`src/rtl/apb4_slave_regfile.sv`:
```
// APB4 completer: word-addressed register file with wait states, strobes and ID word.
// Optional macro APB4_PROT_CHECK_EN rejects unprivileged writes (PPROT[0]=0).
module apb4_slave_regfile #(
   parameter int unsigned DATA_WIDTH = 32,
   parameter int unsigned ADDR_WIDTH = 8,
   parameter int unsigned NUM_REGS = 16,
   parameter int unsigned WAIT_CYCLES = 0,
   parameter logic [DATA_WIDTH-1:0] ID_VALUE = 32'hA4B4_0001
) (
   input  logic                    PCLK,
   input  logic                    PRESETn,
   input  logic                    PSEL,
   input  logic                    PENABLE,
   input  logic                    PWRITE,
   input  logic [ADDR_WIDTH-1:0]   PADDR,
   input  logic [DATA_WIDTH-1:0]   PWDATA,
   input  logic [DATA_WIDTH/8-1:0] PSTRB,
   input  logic [2:0]              PPROT,
   output logic [DATA_WIDTH-1:0]   PRDATA,
   output logic                    PREADY,
   output logic                    PSLVERR
);

   localparam int unsigned SW = DATA_WIDTH / 8;
   localparam int unsigned IW = ADDR_WIDTH - 2;

   typedef enum logic {IDLE, ACCESS} state_e;

   state_e                state_q, state_d;
   logic [3:0]            cnt_q, cnt_d;
   logic [ADDR_WIDTH-1:0] addr_q, addr_d;
   logic                  write_q, write_d;
   logic [SW-1:0]         strb_q, strb_d;
   logic [DATA_WIDTH-1:0] wdata_q, wdata_d;
   logic [DATA_WIDTH-1:0] wmask;
   logic [DATA_WIDTH-1:0] rd_or [0:NUM_REGS-1];
   logic [IW-1:0]         idx;
   logic                  ready;
   logic                  err;
   logic                  commit;

`ifdef APB4_PROT_CHECK_EN
   logic prot_q, prot_d;
   logic unused_prot;
   assign unused_prot = ^PPROT[2:1];
`else
   logic unused_prot;
   assign unused_prot = ^PPROT;
`endif

   always_comb begin
      state_d = state_q;
      cnt_d   = cnt_q;
      addr_d  = addr_q;
      write_d = write_q;
      strb_d  = strb_q;
      wdata_d = wdata_q;
`ifdef APB4_PROT_CHECK_EN
      prot_d  = prot_q;
`endif
      unique case (state_q)
         IDLE: begin
            if (PSEL && !PENABLE) begin
               state_d = ACCESS;
               cnt_d   = 4'(WAIT_CYCLES);
               addr_d  = PADDR;
               write_d = PWRITE;
               strb_d  = PSTRB;
               wdata_d = PWDATA;
`ifdef APB4_PROT_CHECK_EN
               prot_d  = PPROT[0];
`endif
            end
         end
         ACCESS: begin
            if (!PSEL || cnt_q == 4'd0) state_d = IDLE;
            else cnt_d = cnt_q - 4'd1;
         end
         default: state_d = IDLE;
      endcase
   end

   always_ff @(posedge PCLK or negedge PRESETn) begin
      if (!PRESETn) begin
         state_q <= IDLE;
         cnt_q   <= '0;
         addr_q  <= '0;
         write_q <= 1'b0;
         strb_q  <= '0;
         wdata_q <= '0;
`ifdef APB4_PROT_CHECK_EN
         prot_q  <= 1'b0;
`endif
      end else begin
         state_q <= state_d;
         cnt_q   <= cnt_d;
         addr_q  <= addr_d;
         write_q <= write_d;
         strb_q  <= strb_d;
         wdata_q <= wdata_d;
`ifdef APB4_PROT_CHECK_EN
         prot_q  <= prot_d;
`endif
      end
   end

   assign idx   = addr_q[ADDR_WIDTH-1:2];
   assign ready = (state_q == ACCESS) && (cnt_q == 4'd0);

   always_comb begin
      err = (addr_q[1:0] != 2'b00)
         || (32'(idx) >= NUM_REGS)
         || (write_q && idx == '0);
`ifdef APB4_PROT_CHECK_EN
      if (write_q && !prot_q) err = 1'b1;
`endif
   end

   // PSEL is sampled only to suppress the commit of an abandoned transfer
   assign commit = ready && PSEL && write_q && !err;

   for (genvar b = 0; b < SW; b++) begin : g_mask
      assign wmask[8*b +: 8] = {8{strb_q[b]}};
   end

   assign rd_or[0] = (idx == '0) ? ID_VALUE : '0;

   for (genvar g = 1; g < NUM_REGS; g++) begin : g_reg
      logic [DATA_WIDTH-1:0] data_q;
      logic                  hit;

      assign hit = (32'(idx) == 32'(g));

      always_ff @(posedge PCLK or negedge PRESETn) begin
         if (!PRESETn) data_q <= '0;
         else if (commit && hit)
            data_q <= (data_q & ~wmask) | (wdata_q & wmask);
      end

      assign rd_or[g] = rd_or[g-1] | (hit ? data_q : '0);
   end

   assign PREADY  = ready;
   assign PSLVERR = ready && err;
   assign PRDATA  = (ready && !write_q && !err) ? rd_or[NUM_REGS-1] : '0;

endmodule

```
`config.mk`:
```
export PLATFORM = sky130hd
export DESIGN_NAME = apb4_slave_regfile
export DESIGN_NICKNAME = d
export VERILOG_FILES = /design/src/rtl/apb4_slave_regfile.sv
export SDC_FILE = /design/constraint.sdc
export NUM_CORES = 1
export LEC_CHECK = 0
export ABC_AREA = 0
export CAP_MARGIN = 30
export CELL_PAD_IN_SITES_DETAIL_PLACEMENT = 1
export CELL_PAD_IN_SITES_GLOBAL_PLACEMENT = 1
export CORE_ASPECT_RATIO = 0.6
export CORE_MARGIN = 2
export CORE_UTILIZATION = 30
export CTS_CLUSTER_DIAMETER = 150
export CTS_CLUSTER_SIZE = 14
export DETAILED_ROUTE_END_ITERATION = 16
export PLACE_DENSITY = 0.62
export SYNTH_ARGS = -nofsm -noshare
export SYNTH_HDL_FRONTEND = slang
export SYNTH_SLANG_ARGS = --single-unit
export TNS_END_PERCENT = 20
```
`constraint.sdc`:
```
create_clock -name PCLK -period 2.7 [get_ports PCLK]
set_clock_uncertainty 0.15 [all_clocks]
set_input_delay 0.54 -clock PCLK [delete_from_list [all_inputs] [get_ports PCLK]]
set_output_delay 0.54 -clock PCLK [all_outputs]
set_load 0.05 [all_outputs]
```
==> results of run 1 <==
## metrics by stage
| step | hold slack [ps] | cells | power [uW] | util [%] | instance area, sq um |
|---|---|---|---|---|---|
| finish | 337 | 3211 | 16500 | 41.0 | 32400 |
| detailed placement | 322 | 3119 | 10400 | 37.5 | 29700 |
| global route | 336 | 3211 | 17100 | 41.0 | 32400 |
| global placement | 311 | 3119 | 10400 | 37.5 | 29700 |
| CTS | 316 | 3203 | 16500 | 40.2 | 31800 |
| floorplan | 94.4 | 1807 | 9150 | - | 24400 |
## worst reg2reg max path: stages, from the launching register on
cell	delay, ps
dfrtp_2	460
buf_6	150
nor4b_4	400
buf_4	190
buf_4	100
buf_4	90
buf_4	90
buf_4	170
nand2_4	140
nor2_4	170
buf_12	170
mux2_2	350
## report_power, final
group	switching [uW]	internal, uW
logic	1260	904
registers	428	8060
clock network	2900	2980
total	4590	11900
## timing repair
action                     CTS  global route
buffers inserted            35            11
gates resized for setup    166           110
setup endpoints to repair   78           261
hold buffers                 1             0
hold endpoints to repair    43             0
pin swaps                   53            39
## final timing paths
kind                                       start                     to  slack (ps)  cells after the start
min in group asynchronous                PRESETn              async pin         360                      2
max in group asynchronous                PRESETn              async pin        1100                      3
setup / recovery           addr_q[6]$_DFFE_PN0P_             PRDATA[20]        -800                     10
setup reg to reg           addr_q[7]$_DFFE_PN0P_                   flop         -50                     11
hold reg to reg            addr_q[0]$_DFFE_PN0P_  addr_q[0]$_DFFE_PN0P_         340                      2
hold / removal             addr_q[0]$_DFFE_PN0P_  addr_q[0]$_DFFE_PN0P_         340                      2
## placed cells by master (no fill, tap or decap), types with 7 or more instances in the layout
cell / instances
buf_4: 144
clkdlybuf4s50_1: 47
a21oi_1: 11
dfrtp_1: 524
a222oi_1: 9
o22ai_4: 7
and2_4: 8
a22oi_1: 52
buf_6: 46
a22oi_2: 20
a221oi_1: 7
mux2_1: 10
a22o_1: 21
nand2_2: 9
o22ai_1: 10
and3_1: 13
nor2_4: 51
nand2_4: 7
nand2_1: 162
mux2_2: 488
nor2_2: 21
mux2i_1: 59
a221oi_2: 14
buf_12: 142
a31oi_4: 18
clkbuf_16: 45
buf_8: 18
nor2_1: 28
## layer usage
| layer | wire (microns) | up-vias | track usage (%) |
|---|---|---|---|
| met5 | 0 | - | 0 |
| met4 | 1640 | 0 | 3.48 |
| met3 | 4880 | 96 | 3.63 |
| met2 | 39000 | 412 | 32.4 |
| met1 | 42600 | 9189 | 32.4 |
| li1 | - | 7232 | - |
## kinds of logic (layout without fill, tap and decap cells)
kind of cell / after synthesis / count (layout) / share of synthesized area [%]
xor+xnor: 2 / 2 / 0.0735
fa+ha+maj: 1 / 1 / 0.0525
simple gates: 355 / 355 / 8.20
compound gates: 245 / 245 / 7.76
buf+inv: 114 / 452 / 2.00
mux: 560 / 560 / 26.3
flops: 530 / 530 / 55.6
## final cells by class
type	count	area, sq um
flip-flops and latches	530	13300
clock buffers	49	1150
multi-input cells	1163	11500
fillers	8042	46600
well taps	1066	1330
inverters	5	18.8
repair buffers	398	5190
==> flow_summary.yaml, run 1 <==
synthesis:
  synth_common_cells: "530 x dfrtp_1, 488 x mux2_2, 175 x nand2_1, 72 x a22oi_1, 71 x clkbuf_1"
  async_flop_share_pct: 100
  ys_ff_latch: 530
  yosysSeqAreaShare_pct: 55.6
  synth_top_area_share_pct: 55.6
  synth.most_common_cell: "dfrtp_1"
  ys_top_cells_by_area: "dfrtp_1 56%, mux2_2 23%, nand2_1 2.8%"
  synth_nets: 1860
  ys_warn_count: 0
  synthesis.area_sq_um: 23800
  netlist_instances: 1807
  synth_top_cell_by_area: "dfrtp_1"
  ys_types: 61
  synth_edf_count: 0
  syn_avg_cell_area_sq_um: 13.2
  synth_top_flop_cell: "dfrtp_1"
die:
  die_area_sq_um: 81800
  die_h_microns: 222
  core_sq_um: 79100
  ios: 86
  rows: 80
  die_w_microns: 368
  initial_core_util_pct: 30.1
clock_network:
  clk_pin_slew_ps: 70
  htreeDepth: 2
  cts_buffer_depth: 3
  cts_tree: "done"
  root_buffer: "clkbuf_16"
  cts_buffers: 43
  clock-sinks: 530
  clk_latency_ps: 580
global_route:
  overflow: 0
  grt_pass1_wl_microns: 130000
  antenna_found_initial: 0
  grt_max_degree: 92
  first_global_vias: 18500
  grt.total_usage_pct: 21.4
final_layout:
  syn_to_final_growth_pct: 36.0
  drive_gt1_share_pct: 52.6
  diodes: 0
  nets: 2194
critical_path:
  worstPathRequired_ps: 2010
  path_max_fanout: 7
  crit_top_cell: "buf_4"
  worst-setup-path-type: "reg -> out"
  cpPeakStageDelay_ps: 480
  cpMaxStageDelayCell: "dfrtp_2"
  crit_family: "buffers and inverters"
  startpoint_type: "flop"
  crit_chain: "buf_4, buf_4, nor3b_4, buf_6, buf_12, a32o_1, o22ai_1, buf_4, a31oi_4, buf_12"
  path_buf_inv: 6
  critPathArrivalTime_ps: 2810
  cp-end-kind: "output port"
sta:
  hold_viol: 0
  fin_crit_sh_pct: 130
  setup_viol: 96
  worst_slew_pin_slew_ps: 759
  worst_slack_ps: -802
  maxSlewViolCount: 0
  tns_ps: -24450
  max-slew-margin-rel_pct: 48.6
  final.min_clock_period_ps: 3500
  grt_setup_unrepaired: "true"
  clock.fmax_mhz: 286
power:
  p_leak_uw: 0.0146
  powerDensity_nw_per_um2: 510
  ir_drop_mv: 0.382
status:
  violations: "negative setup slack"
  status: "finished with violations"
placed_design:
  portBuffers: 82
  dp_slack_ps: -424
  gp_congestion: 0.851
  dp_hpwl_microns: 60400
drt:
  drc: 0
  via_per_inst: 5.27
  wl_per_cell_microns: 27.5
  vias: 16900
  routed_wl_microns: 88200
  dr.pass1.iters: 5
  postRouteAntennaNets: 0
  drt_iter0_drc: 1289
min_path:
  hp-class: "reg -> reg"
flow_run:
  cap_violations: 0
Power figures use the tool's default switching activity.
==> inputs of run 2 (changes only) <==
--- a/config.mk
+++ b/config.mk
@@ -16,6 +16,8 @@
 export CTS_CLUSTER_SIZE = 14
 export DETAILED_ROUTE_END_ITERATION = 16
 export PLACE_DENSITY = 0.62
+export REMOVE_ABC_BUFFERS = 1
+export SLEW_MARGIN = 40
 export SYNTH_ARGS = -nofsm -noshare
 export SYNTH_HDL_FRONTEND = slang
 export SYNTH_SLANG_ARGS = --single-unit
==> run 2 against run 1 <==
  * Non-clock buffer count rose by 36
  * Critical endpoint is now PRDATA[4]
  * Via count rose by 2.6%
  * Critical path depth fell by 1
  * Critical path type unchanged
  * Sequential power barely moved
  * Cell count rose by 1.2%
  * The run still ends with negative setup slack left
==> flow_summary.yaml, run 2 (synthesized netlist as in run 1, its figures left out) <==
status:
  status: "finished with violations"
  violations: "negative setup slack"
clock_network:
  cts_buffer_depth: 3
  htreeDepth: 2
  cts_tree: "done"
  cts_buffers: 43
  clk_latency_ps: 570
  root_buffer: "clkbuf_16"
  clk_pin_slew_ps: 70
  clock-sinks: 530
power:
  power_frac_comb_pct: 14.1
  intPower_uw: 12100
  powerDensity_nw_per_um2: 508
  p_leak_uw: 0.0149
  ir_drop_mv: 0.384
  sequentialPowerShare_pct: 50.8
  swShare_pct: 27.9
  p_sw_uw: 4670
  clkPwrFrac_pct: 35.1
sta:
  max-slew-margin-rel_pct: 47.3
  worst_slack_ps: -958
  hold_viol: 0
  clock.fmax_mhz: 273
  tns_ps: -274980
  worst_slew_pin_slew_ps: 790
  final.min_clock_period_ps: 3660
  fin_crit_sh_pct: 135
  setup_viol: 513
  maxSlewViolCount: 0
  grt_setup_unrepaired: "true"
critical_path:
  path_max_fanout: 6
  worst-setup-path-type: "reg -> out"
  critPathArrivalTime_ps: 2970
  cp-end-kind: "output port"
  startpoint_type: "flop"
  worstPathRequired_ps: 2010
die:
  die_h_microns: 222
  core_sq_um: 79100
  initial_core_util_pct: 30.1
  die_w_microns: 368
  die_area_sq_um: 81800
  rows: 80
  ios: 86
global_route:
  grt.total_usage_pct: 21.6
  first_global_vias: 18500
  overflow: 0
  antenna_found_initial: 1
  grt_pass1_wl_microns: 130000
  grt_max_degree: 75
final_layout:
  num-fill-cells: 8033
  fin_cells: 3248
  layout_commonest_cell: "dfrtp_1"
  drive_gt1_share_pct: 52.6
  final_cell_mix: "526 x dfrtp_1, 407 x mux2_2, 173 x buf_4, 163 x nand2_1, 144 x buf_12"
  nets: 2230
  syn_to_final_growth_pct: 38.3
  final_area_sq_um: 33000
drt:
  drt_iter0_drc: 1412
  routed_wl_microns: 91400
  dr.pass1.iters: 7
  wl_per_cell_microns: 28.1
  postRouteAntennaNets: 0
  via_per_inst: 5.35
  vias: 17400
  drc: 0
placed_design:
  portBuffers: 82
  dp_slack_ps: -551
  dp.cells: 3132
  gp_congestion: 0.856
  dp_hpwl_microns: 59400
  placed_cell_area_sq_um: 29300
min_path:
  hp-class: "reg -> reg"
flow_run:
  cap_violations: 0
[run 2: final cells by class]
type	instances	area, sq um	area share [%]
tap	1066	1330	4.05
inverter	5	18.8	0.0569
clock buffer	49	1150	3.49
antenna	1	2.50	0.00759
sequential	530	13300	40.2
multi-input combinational	1163	11600	35.2
timing repair buffer	434	5600	17.0
[run 2: worst paths after layout]
path,slack [ps],cells after the start,to,startpoint
max,-960,9,PRDATA[4],addr_q[6]$_DFFE_PN0P_
min,330,1,flop,flop
max reg2reg,-570,17,flop,addr_q[7]$_DFFE_PN0P_
min reg2reg,330,1,flop,flop
max in group asynchronous,1030,3,async pin,PRESETn
min in group asynchronous,440,2,async pin,PRESETn
[run 2: metrics by stage]
step | power, uW | hold slack, ps | utilization, %
global placement | 10400 | 309 | 37.1
CTS | 16600 | 322 | 40.1
detailed placement | 10400 | 323 | 37.1
finish | 16700 | 334 | 41.7
global route | 17300 | 336 | 41.7
floorplan | 9010 | 94.4 | -
[run 2: per-layer routing]
metal | global-route usage [%] | routed length [microns] | up-vias | share of wire, %
li1 | - | - | 7310 | -
met1 | 31.8 | 42900 | 9398 | 47
met2 | 32.5 | 40200 | 520 | 44
met3 | 4.87 | 6000 | 143 | 6.6
met4 | 4.15 | 2180 | 2 | 2.4
met5 | 0 | 14 | - | 0.015
[run 2: worst max-delay path, stage by stage, from the launching register on]
cell and delay (ps):
dfrtp_2 430, or4b_4 610, nor2_2 210, buf_6 180, a22o_1 180, a221oi_1 70, buf_4 170, a31oi_2 240
buf_4 160, buf_12 120
[run 2: what timing repair did]
item | in CTS | in global routing
gates resized for setup | 183 | 202
gates cloned | 3 | 6
setup endpoints to repair | 513 | 513
buffers inserted | 33 | 37
hold buffers | 1 | 0
pin swaps | 56 | 58
hold endpoints to repair | 53 | 0
[run 2: power by group through the flow]
stage | Combinational (uW) | Clock (uW) | Sequential (uW)
floorplan | 480 | 0 | 8530
global placement | 1770 | 0 | 8580
detailed placement | 1810 | 0 | 8620
CTS | 2100 | 6010 | 8470
global route | 2460 | 6330 | 8540
finish | 2360 | 5870 | 8510
==> inputs of run 3 (changes only) <==
==> constraint.sdc (replaced) <==
create_clock -name PCLK -period 2.7 [get_ports PCLK]
set_clock_uncertainty 0.15 [all_clocks]
set_input_delay 0.54 -clock PCLK [delete_from_list [all_inputs] [get_ports PCLK]]
set_output_delay 0.54 -clock PCLK [all_outputs]
set_load 0.01 [all_outputs]
==> run 3 against run 2 <==
  * The flow still finishes with violations (negative setup slack)
  * Sequential cell count stayed put
  * Clock power is 1% higher
  * Worst hold slack worse by 8.5 ps
  * Sequential share of layout area is 0.49 points lower
  * Register-to-register slack better by 480 ps
  * Setup slack better by 1.7 ps
  * Sequential power hardly changed
  * First-iteration DRC count is 16% higher
  * Global-route usage is 0.74 points higher
  * Wire length is 5.1% higher
  * Final area is 1.2% higher
  * Maximum frequency hardly changed
  * Critical path type unchanged
  * Critical endpoint is now PRDATA[15]
==> flow_summary.yaml, run 3 (synthesized netlist as in run 1, its figures left out) <==
final_layout:
  diodes: 0
  syn_to_final_growth_pct: 40.0
  nets: 2254
  layout_commonest_cell: "dfrtp_1"
  num-fill-cells: 8009
  final_cell_mix: "524 x dfrtp_1, 264 x mux2_4, 231 x mux2_2, 177 x buf_4, 167 x nand2_1"
  drive_gt1_share_pct: 52.8
die:
  die_w_microns: 368
  core_sq_um: 79100
  die_area_sq_um: 81800
  ios: 86
  initial_core_util_pct: 30.1
  die_h_microns: 222
  rows: 80
drt:
  vias: 17800
  dr.pass1.iters: 5
  wl_per_cell_microns: 29.4
  drt_iter0_drc: 1639
  drc: 0
  routed_wl_microns: 96000
  via_per_inst: 5.44
  postRouteAntennaNets: 0
global_route:
  grt_pass1_wl_microns: 135000
  grt_max_degree: 71
  overflow: 0
  antenna_found_initial: 2
  grt.total_usage_pct: 22.4
  first_global_vias: 19100
clock_network:
  root_buffer: "clkbuf_16"
  clock-sinks: 530
  cts_buffer_depth: 3
  htreeDepth: 2
  clk_pin_slew_ps: 80
  cts_tree: "done"
  clk_latency_ps: 590
  cts_buffers: 43
sta:
  grt_setup_unrepaired: "true"
  final.min_clock_period_ps: 3660
  hold_viol: 0
  setup_viol: 370
  maxSlewViolCount: 0
  fin_crit_sh_pct: 135
  clock.fmax_mhz: 274
  worst_slack_ps: -956
  worst_slew_pin_slew_ps: 746
  max-slew-margin-rel_pct: 50.3
critical_path:
  critPathArrivalTime_ps: 2970
  worst-setup-path-type: "reg -> out"
  crit_chain: "or4b_4, nor2_2, buf_6, buf_12, buf_4, a22oi_1, and4_1, a31oi_4, buf_6"
  cpMaxStageDelayCell: "or4b_4"
  r2r_slack_ps: -90
  path_max_fanout: 5
  crit_top_cell: "buf_6"
  r2r_cells: 11
  cp-end-kind: "output port"
  worstPathRequired_ps: 2010
  r2r_start: "addr_q[7]$_DFFE_PN0P_"
  startpoint_type: "flop"
  path_buf_inv: 4
  crit_family: "simple AND/OR/NAND/NOR gates"
  cpPeakStageDelay_ps: 610
flow_run:
  cap_violations: 0
power:
  p_total_uw: 16800
  powerDensity_nw_per_um2: 503
  ir_drop_mv: 0.374
  p_leak_uw: 0.0151
placed_design:
  dp_hpwl_microns: 62900
  portBuffers: 82
  dp_slack_ps: -1220
  gp_congestion: 0.897
status:
  status: "finished with violations"
  violations: "negative setup slack"
min_path:
  hold_path_depth: 3
  min_to: "wdata_q[20]$_DFFE_PN0P_"
  hp-class: "in -> reg"
  min_from: "PWDATA[20]"
run 3: cell types whose count changed in the layout (fill, tap and decap cells not counted), moves of 7 or more:
| cell | delta |
|---|---|
| buf_12 | -36 |
| buf_2 | +24 |
| buf_6 | +30 |
| mux2_1 | -7 |
| mux2_2 | -176 |
| mux2_4 | +183 |
run 3: layout make-up:
class / count / area, sq um / share of cell area [%]
flip-flops and latches: 530 / 13300 / 39.8
well taps: 1066 / 1330 / 4.00
multi-input cells: 1163 / 12300 / 36.8
repair buffers: 458 / 5340 / 16.0
inverters: 5 / 18.8 / 0.0562
clock buffers: 47 / 1140 / 3.43
run 3: worst register-to-register path, delay by kind of cell, from the launching register on:
family / cells / cell delay, ps
muxes: 1 / 370
DFF: 1 / 460
buffers and inverters: 6 / 960
and+or+nand+nor: 4 / 730
run 3: timing repair:
action                     in CTS  in global routing
gates resized for setup       362                376
hold endpoints to repair       42                  0
cloned                          2                  4
setup endpoints to repair     514                513
hold buffers                    1                  0
pin swaps                      66                 58
buffers inserted               67                 27
run 3: stage by stage:
stage / instance area [sq um] / utilization [%] / setup TNS, ps / hold WS [ps] / instances
5_1_grt: 33400 / 42.2 / -62990 / 312 / 3269
3_3_place_gp: 29000 / 36.7 / -98460 / 318 / 3141
2_1_floorplan: 23400 / - / -559980 / 94.4 / 1698
4_1_cts: 31700 / 40.1 / -26370 / 309 / 3247
3_5_place_dp: 29000 / 36.7 / -111750 / 325 / 3141
6_report: 33400 / 42.2 / -34540 / 325 / 3269
run 3: worst max-delay path by stage:
| stage | start | end | slack [ps] | cells past startpoint |
|---|---|---|---|---|
| 6_report | addr_q[6]$_DFFE_PN0P_ | PRDATA[15] | -960 | 9 |
| 5_1_grt | addr_q[2]$_DFFE_PN0P_ | PRDATA[26] | -1040 | 12 |
| 4_1_cts | addr_q[6]$_DFFE_PN0P_ | PRDATA[20] | -940 | 9 |
| 3_5_place_dp | addr_q[3]$_DFFE_PN0P_ | PRDATA[11] | -1220 | 9 |
| 3_3_place_gp | addr_q[3]$_DFFE_PN0P_ | PRDATA[11] | -1090 | 9 |
| 2_1_floorplan | addr_q[3]$_DFFE_PN0P_ | PRDATA[5] | -2030 | 5 |
run 3: power by group:
group / total [uW] / leakage [uW] / internal, uW / switching (uW)
sequential: 8540 / 0.00733 / 8060 / 481
combinational: 2320 / 0.00717 / 1000 / 1310
clock: 5930 / 0.000563 / 2970 / 2960
run 3: metal layers:
layer / routed length, microns / vias to the layer above / global-route usage (%)
li1: - / 7369 / -
met1: 45100 / 9693 / 32.9
met2: 41600 / 590 / 32.4
met3: 7350 / 136 / 5.98
met4: 2000 / 0 / 5.56
met5: 0 / - / 0
